### src/rtl/gate_vector_seq_if.sv
// Stimulus/response bundle between gate_vector_seq and its controller.
// The master drives start/abort and the gate response; the sequencer (slave) drives the rest.
interface gate_vector_seq_if;
  logic        i_start;
  logic        i_abort;
  logic        i_y;
  logic [4:0]  o_vec;
  logic        o_busy;
  logic        o_done;
  logic [31:0] o_truth;
  logic        o_pass;
  logic [5:0]  o_err_cnt;

  modport master (
    output i_start, i_abort, i_y,
    input  o_vec, o_busy, o_done, o_truth, o_pass, o_err_cnt
  );

  modport slave (
    input  i_start, i_abort, i_y,
    output o_vec, o_busy, o_done, o_truth, o_pass, o_err_cnt
  );
endinterface

### src/rtl/gate_vector_seq.sv
// Exhaustive 5-bit stimulus sequencer that captures a gate's truth table.
// Optional golden compare against EXPECTED is built when GATE_VECTOR_SEQ_CHECK_EN is defined.
module gate_vector_seq #(
  parameter int unsigned HOLD_CYCLES = 2,
  parameter logic [31:0] EXPECTED    = 32'h0000_0000
) (
  input  logic              i_clk,
  input  logic              i_rst,
  gate_vector_seq_if.slave  bus
);

  localparam int unsigned VEC_W  = 5;
  localparam int unsigned HCNT_W = 8;
  localparam int unsigned TT_W   = 32;
  localparam logic [HCNT_W-1:0] HOLD_LAST = HCNT_W'(HOLD_CYCLES - 1);
  localparam logic [VEC_W-1:0]  VEC_LAST  = '1;

  typedef enum logic [1:0] {
    S_IDLE = 2'd0,
    S_RUN  = 2'd1,
    S_DONE = 2'd2
  } state_e;

  state_e            state_q, state_d;
  logic [VEC_W-1:0]  vec_q, vec_d;
  logic [HCNT_W-1:0] hcnt_q, hcnt_d;
  logic [TT_W-1:0]   truth_q, truth_d;
  logic              busy_q, busy_d;
  logic              done_q, done_d;

`ifdef GATE_VECTOR_SEQ_CHECK_EN
  localparam int unsigned ERR_W = 6;
  localparam logic [ERR_W-1:0] ERR_MAX = ERR_W'(32);
  logic [ERR_W-1:0] err_cnt_q, err_cnt_d;
  logic             pass_q, pass_d;
  logic             mismatch;
`endif

  // Next-state: abort dominates start and the final sample in every state.
  always_comb begin
    state_d = state_q;
    vec_d   = vec_q;
    hcnt_d  = hcnt_q;
    truth_d = truth_q;
`ifdef GATE_VECTOR_SEQ_CHECK_EN
    err_cnt_d = err_cnt_q;
    pass_d    = pass_q;
    mismatch  = (bus.i_y != EXPECTED[vec_q]);
`endif
    case (state_q)
      S_RUN: begin
        if (bus.i_abort) begin
          state_d = S_IDLE;
          vec_d   = '0;
          hcnt_d  = '0;
        end else if (hcnt_q == HOLD_LAST) begin
          hcnt_d         = '0;
          truth_d[vec_q] = bus.i_y;
`ifdef GATE_VECTOR_SEQ_CHECK_EN
          if (mismatch && (err_cnt_q != ERR_MAX)) begin
            err_cnt_d = err_cnt_q + ERR_W'(1);
          end
`endif
          if (vec_q == VEC_LAST) begin
            state_d = S_DONE;
            vec_d   = '0;
`ifdef GATE_VECTOR_SEQ_CHECK_EN
            pass_d  = (err_cnt_d == '0);
`endif
          end else begin
            vec_d = vec_q + VEC_W'(1);
          end
        end else begin
          hcnt_d = hcnt_q + HCNT_W'(1);
        end
      end
      default: begin
        if (bus.i_abort) begin
          state_d = S_IDLE;
          vec_d   = '0;
          hcnt_d  = '0;
`ifdef GATE_VECTOR_SEQ_CHECK_EN
          pass_d  = 1'b0;
`endif
        end else if (bus.i_start) begin
          state_d = S_RUN;
          vec_d   = '0;
          hcnt_d  = '0;
          truth_d = '0;
`ifdef GATE_VECTOR_SEQ_CHECK_EN
          err_cnt_d = '0;
          pass_d    = 1'b0;
`endif
        end
      end
    endcase
    busy_d = (state_d == S_RUN);
    done_d = (state_d == S_DONE);
  end

  always_ff @(posedge i_clk) begin
    if (i_rst) begin
      state_q <= S_IDLE;
      vec_q   <= '0;
      hcnt_q  <= '0;
      truth_q <= '0;
      busy_q  <= 1'b0;
      done_q  <= 1'b0;
`ifdef GATE_VECTOR_SEQ_CHECK_EN
      err_cnt_q <= '0;
      pass_q    <= 1'b0;
`endif
    end else begin
      state_q <= state_d;
      vec_q   <= vec_d;
      hcnt_q  <= hcnt_d;
      truth_q <= truth_d;
      busy_q  <= busy_d;
      done_q  <= done_d;
`ifdef GATE_VECTOR_SEQ_CHECK_EN
      err_cnt_q <= err_cnt_d;
      pass_q    <= pass_d;
`endif
    end
  end

  assign bus.o_vec   = vec_q;
  assign bus.o_busy  = busy_q;
  assign bus.o_done  = done_q;
  assign bus.o_truth = truth_q;

`ifdef GATE_VECTOR_SEQ_CHECK_EN
  assign bus.o_pass    = pass_q;
  assign bus.o_err_cnt = err_cnt_q;
`else
  // Compare logic absent: results tied low, golden table has no load.
  logic unused_expected;
  assign unused_expected = ^EXPECTED;
  assign bus.o_pass      = 1'b0;
  assign bus.o_err_cnt   = '0;
`endif

endmodule

### src/flat_wrapper.sv
// flat-port wrapper written by rule: the top's interface ports become plain ports
module gate_vector_seq_flat 
#(
  parameter int unsigned HOLD_CYCLES = 2,
  parameter logic [31:0] EXPECTED    = 32'h0000_0000
)
  (i_clk, i_rst, bus_i_start, bus_i_abort, bus_i_y, bus_o_vec, bus_o_busy, bus_o_done, bus_o_truth, bus_o_pass, bus_o_err_cnt);
  gate_vector_seq_if bus_i ();
  input  logic i_clk;
  input  logic i_rst;
  input wire logic [$bits(bus_i.i_start)-1:0] bus_i_start;
  input wire logic [$bits(bus_i.i_abort)-1:0] bus_i_abort;
  input wire logic [$bits(bus_i.i_y)-1:0] bus_i_y;
  output wire logic [$bits(bus_i.o_vec)-1:0] bus_o_vec;
  output wire logic [$bits(bus_i.o_busy)-1:0] bus_o_busy;
  output wire logic [$bits(bus_i.o_done)-1:0] bus_o_done;
  output wire logic [$bits(bus_i.o_truth)-1:0] bus_o_truth;
  output wire logic [$bits(bus_i.o_pass)-1:0] bus_o_pass;
  output wire logic [$bits(bus_i.o_err_cnt)-1:0] bus_o_err_cnt;
  assign bus_i.i_start = bus_i_start;
  assign bus_i.i_abort = bus_i_abort;
  assign bus_i.i_y = bus_i_y;
  assign bus_o_vec = bus_i.o_vec;
  assign bus_o_busy = bus_i.o_busy;
  assign bus_o_done = bus_i.o_done;
  assign bus_o_truth = bus_i.o_truth;
  assign bus_o_pass = bus_i.o_pass;
  assign bus_o_err_cnt = bus_i.o_err_cnt;
  gate_vector_seq #(.HOLD_CYCLES(HOLD_CYCLES), .EXPECTED(EXPECTED)) u_core (.i_clk(i_clk), .i_rst(i_rst), .bus(bus_i));
endmodule
### config.mk
export PLATFORM = sky130hd
export DESIGN_NAME = gate_vector_seq_flat
export DESIGN_NICKNAME = d
export VERILOG_FILES = /design/src/rtl/gate_vector_seq_if.sv /design/src/rtl/gate_vector_seq.sv /design/src/flat_wrapper.sv
export SDC_FILE = /design/constraint.sdc
export NUM_CORES = 1
export LEC_CHECK = 0
export CAP_MARGIN = 40
export CORE_UTILIZATION = 40
export CTS_BUF_LIST = sky130_fd_sc_hd__clkbuf_8
export DETAILED_ROUTE_END_ITERATION = 8
export PLACE_DENSITY = 0.65
export SETUP_SLACK_MARGIN = 0.1
export SLEW_MARGIN = 20
export SYNTH_ARGS = -nofsm -noshare
export SYNTH_HDL_FRONTEND = slang
export SYNTH_SLANG_ARGS = --single-unit
### constraint.sdc
create_clock -name i_clk -period 2 [get_ports i_clk]
set_input_delay 0.6 -clock i_clk [delete_from_list [all_inputs] [get_ports i_clk]]
set_output_delay 0.6 -clock i_clk [all_outputs]
set_load 0.1 [all_outputs]
# After elaboration in Yosys (flattened, before gate mapping)
# Cells that the tools add are included.
dict set report totals {
  word_cells 48
  input_bits 5
  reg_bits 49
  output_inout_bits 46
}
dict set report classes {
  add_sub_neg 2
  bitwise_logic 1
  n_lt_le_gt_ge 2
  n_mux 25
  n_reduce_logical 5
  eq_ne 7
}
# cell n
set op_table {}
lappend op_table {{2-to-1 mux 32 bit} 5}
lappend op_table {{2-to-1 mux 8 bit} 5}
lappend op_table {{bitwise mux 32 bit} 1}
lappend op_table {{2-to-1 mux 5 bit} 6}
lappend op_table {{2-to-1 mux 2 bit} 6}
lappend op_table {{adder 8 x 1 -> 8 bit (second input constant)} 1}
lappend op_table {{equality test 8 x 1 -> 1 bit (second input constant)} 1}
lappend op_table {{< comparator 5 x 6 -> 1 bit (second input constant)} 1}
lappend op_table {{adder 5 x 1 -> 5 bit (second input constant)} 1}
lappend op_table {{demux 1 bit (select 5 bit)} 1}
lappend op_table {{equality test 5 bit (second input constant)} 1}
lappend op_table {{greater-or-equal comparator 5 x 1 -> 1 bit (second input constant)} 1}
lappend op_table {{equality test 2 x 1 -> 1 bit (second input constant)} 2}
lappend op_table {{inequality test 3 x 2 -> 1 bit (second input constant)} 1}
lappend op_table {{AND reduction 3 bit} 1}
lappend op_table {{nonzero test 3 bit} 1}
lappend op_table {{equality test 2 bit (second input constant)} 1}
lappend op_table {{inequality test 2 x 1 -> 1 bit (second input constant)} 1}
lappend op_table {{AND reduction 2 bit} 1}
lappend op_table {{nonzero test 2 bit} 1}
lappend op_table {{logical AND 1 bit} 1}
lappend op_table {{2-to-1 mux 1 bit} 1}
lappend op_table {{inverter 1 bit} 1}

# Depth between registers and ports, before layout
dict set report depth {
  ltp_word 8
  ltp_mapped 7
  ltp_nobuf 6
}

# Worst setup path after synthesis
# Ideal clock, no wire load.
dict set report synth_path {
  path_kind {reg2reg}
  from {register u_core.vec_q[0] (netlist: u_core.bus.o_vec[0])}
  to {register u_core.vec_q[0] (netlist: u_core.bus.o_vec[0])}
  n_path_buf 0
  t_required_ps 1879
  stages_incl_launch_ff 6
  setup_time_ps 121
  path_slack_ps -118
  period_less_slack_ps 2118
  arrival_ps 1997
  path_cell_list {dfxtp_1 > ha_1 > and3_1 > ha_1 > nor2_1 > a2bb2o_1}
}
dict set report synth_between {
  elab_chain_cells 5
  elab_cells_between_ends 6
  cone_classes {add/sub: 1; eq/ne: 1; mux: 4}
}
# element line
set synth_lines {}
lappend synth_lines {{start, declared} gate_vector_seq.sv:25} ;# logic [VEC_W-1:0] vec_q, vec_d;
lappend synth_lines {{start signal, assigned} gate_vector_seq.sv:115} ;# vec_q <= vec_d;
lappend synth_lines {{adder 5 x 1 -> 5 bit or equality test 5 bit (tied branches)} {gate_vector_seq.sv:71, gate_vector_seq.sv:64}}
lappend synth_lines {{2-to-1 mux 5 bit (*)} gate_vector_seq.sv:64} ;# if (vec_q == VEC_LAST) begin
lappend synth_lines {{2-to-1 mux 5 bit (*)} gate_vector_seq.sv:56} ;# end else if (hcnt_q == HOLD_LAST) begin
lappend synth_lines {{2-to-1 mux 5 bit (*)} gate_vector_seq.sv:52} ;# if (bus.i_abort) begin
lappend synth_lines {{2-to-1 mux 5 bit (*)} gate_vector_seq.sv:50} ;# case (state_q)
# Every way passes the cells marked *; elsewhere a longest branch is shown, timed or not. The select of a mux whose other input is x is not followed.
# A chain may end at the register's enable or synchronous reset.

# Worst setup path in the final report
dict set report layout_path {
  from {register u_core.hcnt_q[1]}
  to {register u_core.vec_q[1] (netlist: u_core.bus.o_vec[1])}
}
dict set report layout_between {
  elab_chain_cells 3
}
# element line
set layout_lines {}
lappend layout_lines {{start, declared} gate_vector_seq.sv:26} ;# logic [HCNT_W-1:0] hcnt_q, hcnt_d;
lappend layout_lines {{start signal, assigned} gate_vector_seq.sv:116} ;# hcnt_q <= hcnt_d;
lappend layout_lines {{equality test 8 x 1 -> 1 bit} gate_vector_seq.sv:56}
lappend layout_lines {{inequality test 3 x 2 -> 1 bit (no line)} --}
lappend layout_lines {{AND reduction 2 bit (no line)} --}
# No other way between the ends.

==> out/summary.txt <==
Setup TNS: 0 ns
Avg WL per Cell: 14.8 µm
most frequent cells in the layout: 44 x dfxtp_1, 40 x buf_12, 32 x o211ai_1, 32 x o21ai_0, 25 x buf_4
Max IR drop VDD: 0.266 mV
detailed router's first-iteration violation count: 157
final cycle utilization of the critical path: 90.4%
DIE AREA: 5770 µm²
Setup Skew: 0.00829 ns
Async SR Flop Fraction: 0%
DRC viols: 0
vias in the first global route: 1,990
final core occ: 65.8%
Mapped Cells: 239
DR vias/cell: 5.41
FILL cells: 429
multi-input logic area: 1150 µm²
clock root cell: clkbuf_8
CP Capture Type: flop
worst-skew pair later-pin latency: 0.31 ns
Initial DRT Pass Iterations: 4
IO Port Bufs: 43
sequential share of the synthesized area: 44.8%
Crit path buffers/inverters: 3
crit path setup slack, layout: 0.192 ns
commonest non-fill, non-tap cell in the layout: dfxtp_1
first-pass GRT wire length: 9.29 mm
Slowest Stage Delay on Critical Path: 0.39 ns
final hold slack: 0.512 ns
Max-cap violations: 0
antenna violations before repair: 0
most used cell, CP: buf_4
Core Rows: 26
leakage power: 1.24 nW
RSZ-0062 raised after global routing: yes
Final HPWL DP: 4.24 mm
Clk pin slew, worst setup/hold paths: 0.09 ns
# setup viols final: 0
CORE AREA: 5200 µm²
Starting Density: 42.1%
largest net degree at the start of global routing: 33
total design power: 1.98 mW
routability congestion estimate: 0.801
Fmax: 0.553 GHz
Pwr Density: 579 nW/µm²
io pins: 51
Data arrival, critical path: 2.00 ns
n_diodes: 0
Mapped Avg Cell Area: 9.16 µm²
post-synthesis register bit count: 49
# nets final: 319
vias: 2,044
die width: 76.0 µm
Crit-path slowest cell: dfxtp_1
clk buf depth: 2
Largest delay share family, worst path: simple AND/OR/NAND/NOR gates
required time worst endpoint: 2.20 ns
Yosys cell types: 42
Routed Antenna Nets: 0
critical-path cell list: inv_1 -> ha_1 -> nor4b_4 -> buf_4 -> and2_2 -> nor3b_1 -> buf_4 -> a2bb2o_1
htree depth: 2
Setup CP Type: flop to flop
Max Slew Vio Count: 0
Hold Fails Final Rpt: 0
Area growth, synth to finish: 56.4%
YS warnings: 0
chip height: 76.0 µm
pre-CTS setup slack: -0.213 ns
Hold/Removal Path Class: flop to flop
number of buffers created by CTS: 5
clk sink count: 49
Seq. cell area: 987 µm²
Mapped Area: 2190 µm²
EDFF count, synth: 0
Tmin final: 1.81 ns
TritonCTS clock tree: built
Routed Wire Length: 5.58 mm
crit start category: flop
gr ovfl total: 0
status: finished, final reports clean
layout cell share with drive strength beyond 1: 29.2%
CP Max Fanout: 6
Tot GR Track Use: 19.8%
Synth Flop Type: dfxtp_1
## per-layer routing
layer | wire length [µm] | global-route usage, % | vias to the layer above
met3 | 250 | 4.31 | 5
li1 | - | - | 1016
met5 | 0 | 0 | -
met2 | 2900 | 37.2 | 46
met1 | 2370 | 22.2 | 977
met4 | 59 | 6.15 | 0
## cell families (layout without fill, tap and decap cells)
group | count (synthesis) | count (layout) | synth area share [%]
other | 1 | 7 | 0.171
and+or+nand+nor | 67 | 67 | 17.4
adders and majority gates | 7 | 7 | 4.00
buffers and inverters | 22 | 85 | 5.09
muxes | 1 | 1 | 0.457
AOI/OAI and AO/OA | 87 | 87 | 26.1
xor gates and xnor gates | 5 | 5 | 2.00
DFF | 49 | 49 | 44.8
## registers in the layout (all words and copies together) (netlist names)
name	cells
u_core.bus.o_truth	32
u_core.hcnt_q	8
u_core.bus.o_vec	5
u_core.state_q	2
u_core.bus.o_busy	1
u_core.bus.o_done	1
## metrics by stage
step,cell area [µm²],cells
final,3420,378
after global routing,3420,378
after CTS,3400,377
after detailed placement,3260,369
after global placement,3260,369
after floorplan,2230,245
## repair_timing
action | 4_1_cts | 5_1_grt
setup buffers | 0 | 1
resized for setup | 0 | 7
hold buffers | 0 | 0
hold endpoints to repair | 0 | 0
endpoints found under the setup margin | 0 | 39
## synth_stat cells (2+ instances only)
library cell,count,area (µm²)
buf_4,7,52.6
nor3_2,2,20.0
o21ai_0,32,160
and3_1,2,12.5
nand4_1,10,62.6
a31oi_1,2,12.5
nand3_1,3,15.0
o211ai_1,32,240
dfxtp_1,49,981
nor2_1,13,48.8
ha_1,7,87.6
a211oi_1,5,37.5
a21oi_1,4,20.0
nand2_1,15,56.3
xnor2_1,4,35.0
nand2b_1,6,37.5
or4_1,2,15.0
nor4_1,2,12.5
inv_1,8,30.0
clkbuf_1,5,18.8
nor2b_1,4,25.0
o31ai_1,2,15.0
a2bb2o_1,3,30.0
buf_2,2,10.0
## worst reg2reg max path, delay by kind of cell, from the launching register on
family	cells	cell delay (ns)
and+or+nand+nor	3	0.50
adders and majority gates	1	0.19
AOI/OAI and AO/OA	1	0.26
DFF	1	0.39
buffers and inverters	3	0.37
## final cells by class
type	instances	share of cell area (%)
clock buffers	5	2.01
clock inverters	3	2.01
inverters	8	0.877
multi-input cells	174	33.6
flip-flops and latches	49	28.8
well taps	70	2.56
repair buffers	69	30.1
## report_power, final
part	switching (mW)	internal, mW
logic	0.113	0.0409
clock network	0.346	0.503
registers	0.00261	0.977
total	0.462	1.52
## path summary, 6_finish.rpt
path / startpoint / end / slack [ns] / depth (start not counted)
min: u_core.hcnt_q[7]$_SDFFE_PP0P_ / u_core.hcnt_q[7]$_SDFFE_PP0P_ / 0.51 / 2
max: u_core.hcnt_q[1]$_SDFFE_PP0P_ / u_core.bus.o_vec[1]$_SDFFE_PP0P_ / 0.19 / 8
max reg2reg: u_core.hcnt_q[1]$_SDFFE_PP0P_ / u_core.bus.o_vec[1]$_SDFFE_PP0P_ / 0.19 / 8
min reg2reg: u_core.hcnt_q[7]$_SDFFE_PP0P_ / u_core.hcnt_q[7]$_SDFFE_PP0P_ / 0.51 / 2
(Power assumes the default switching activity.)
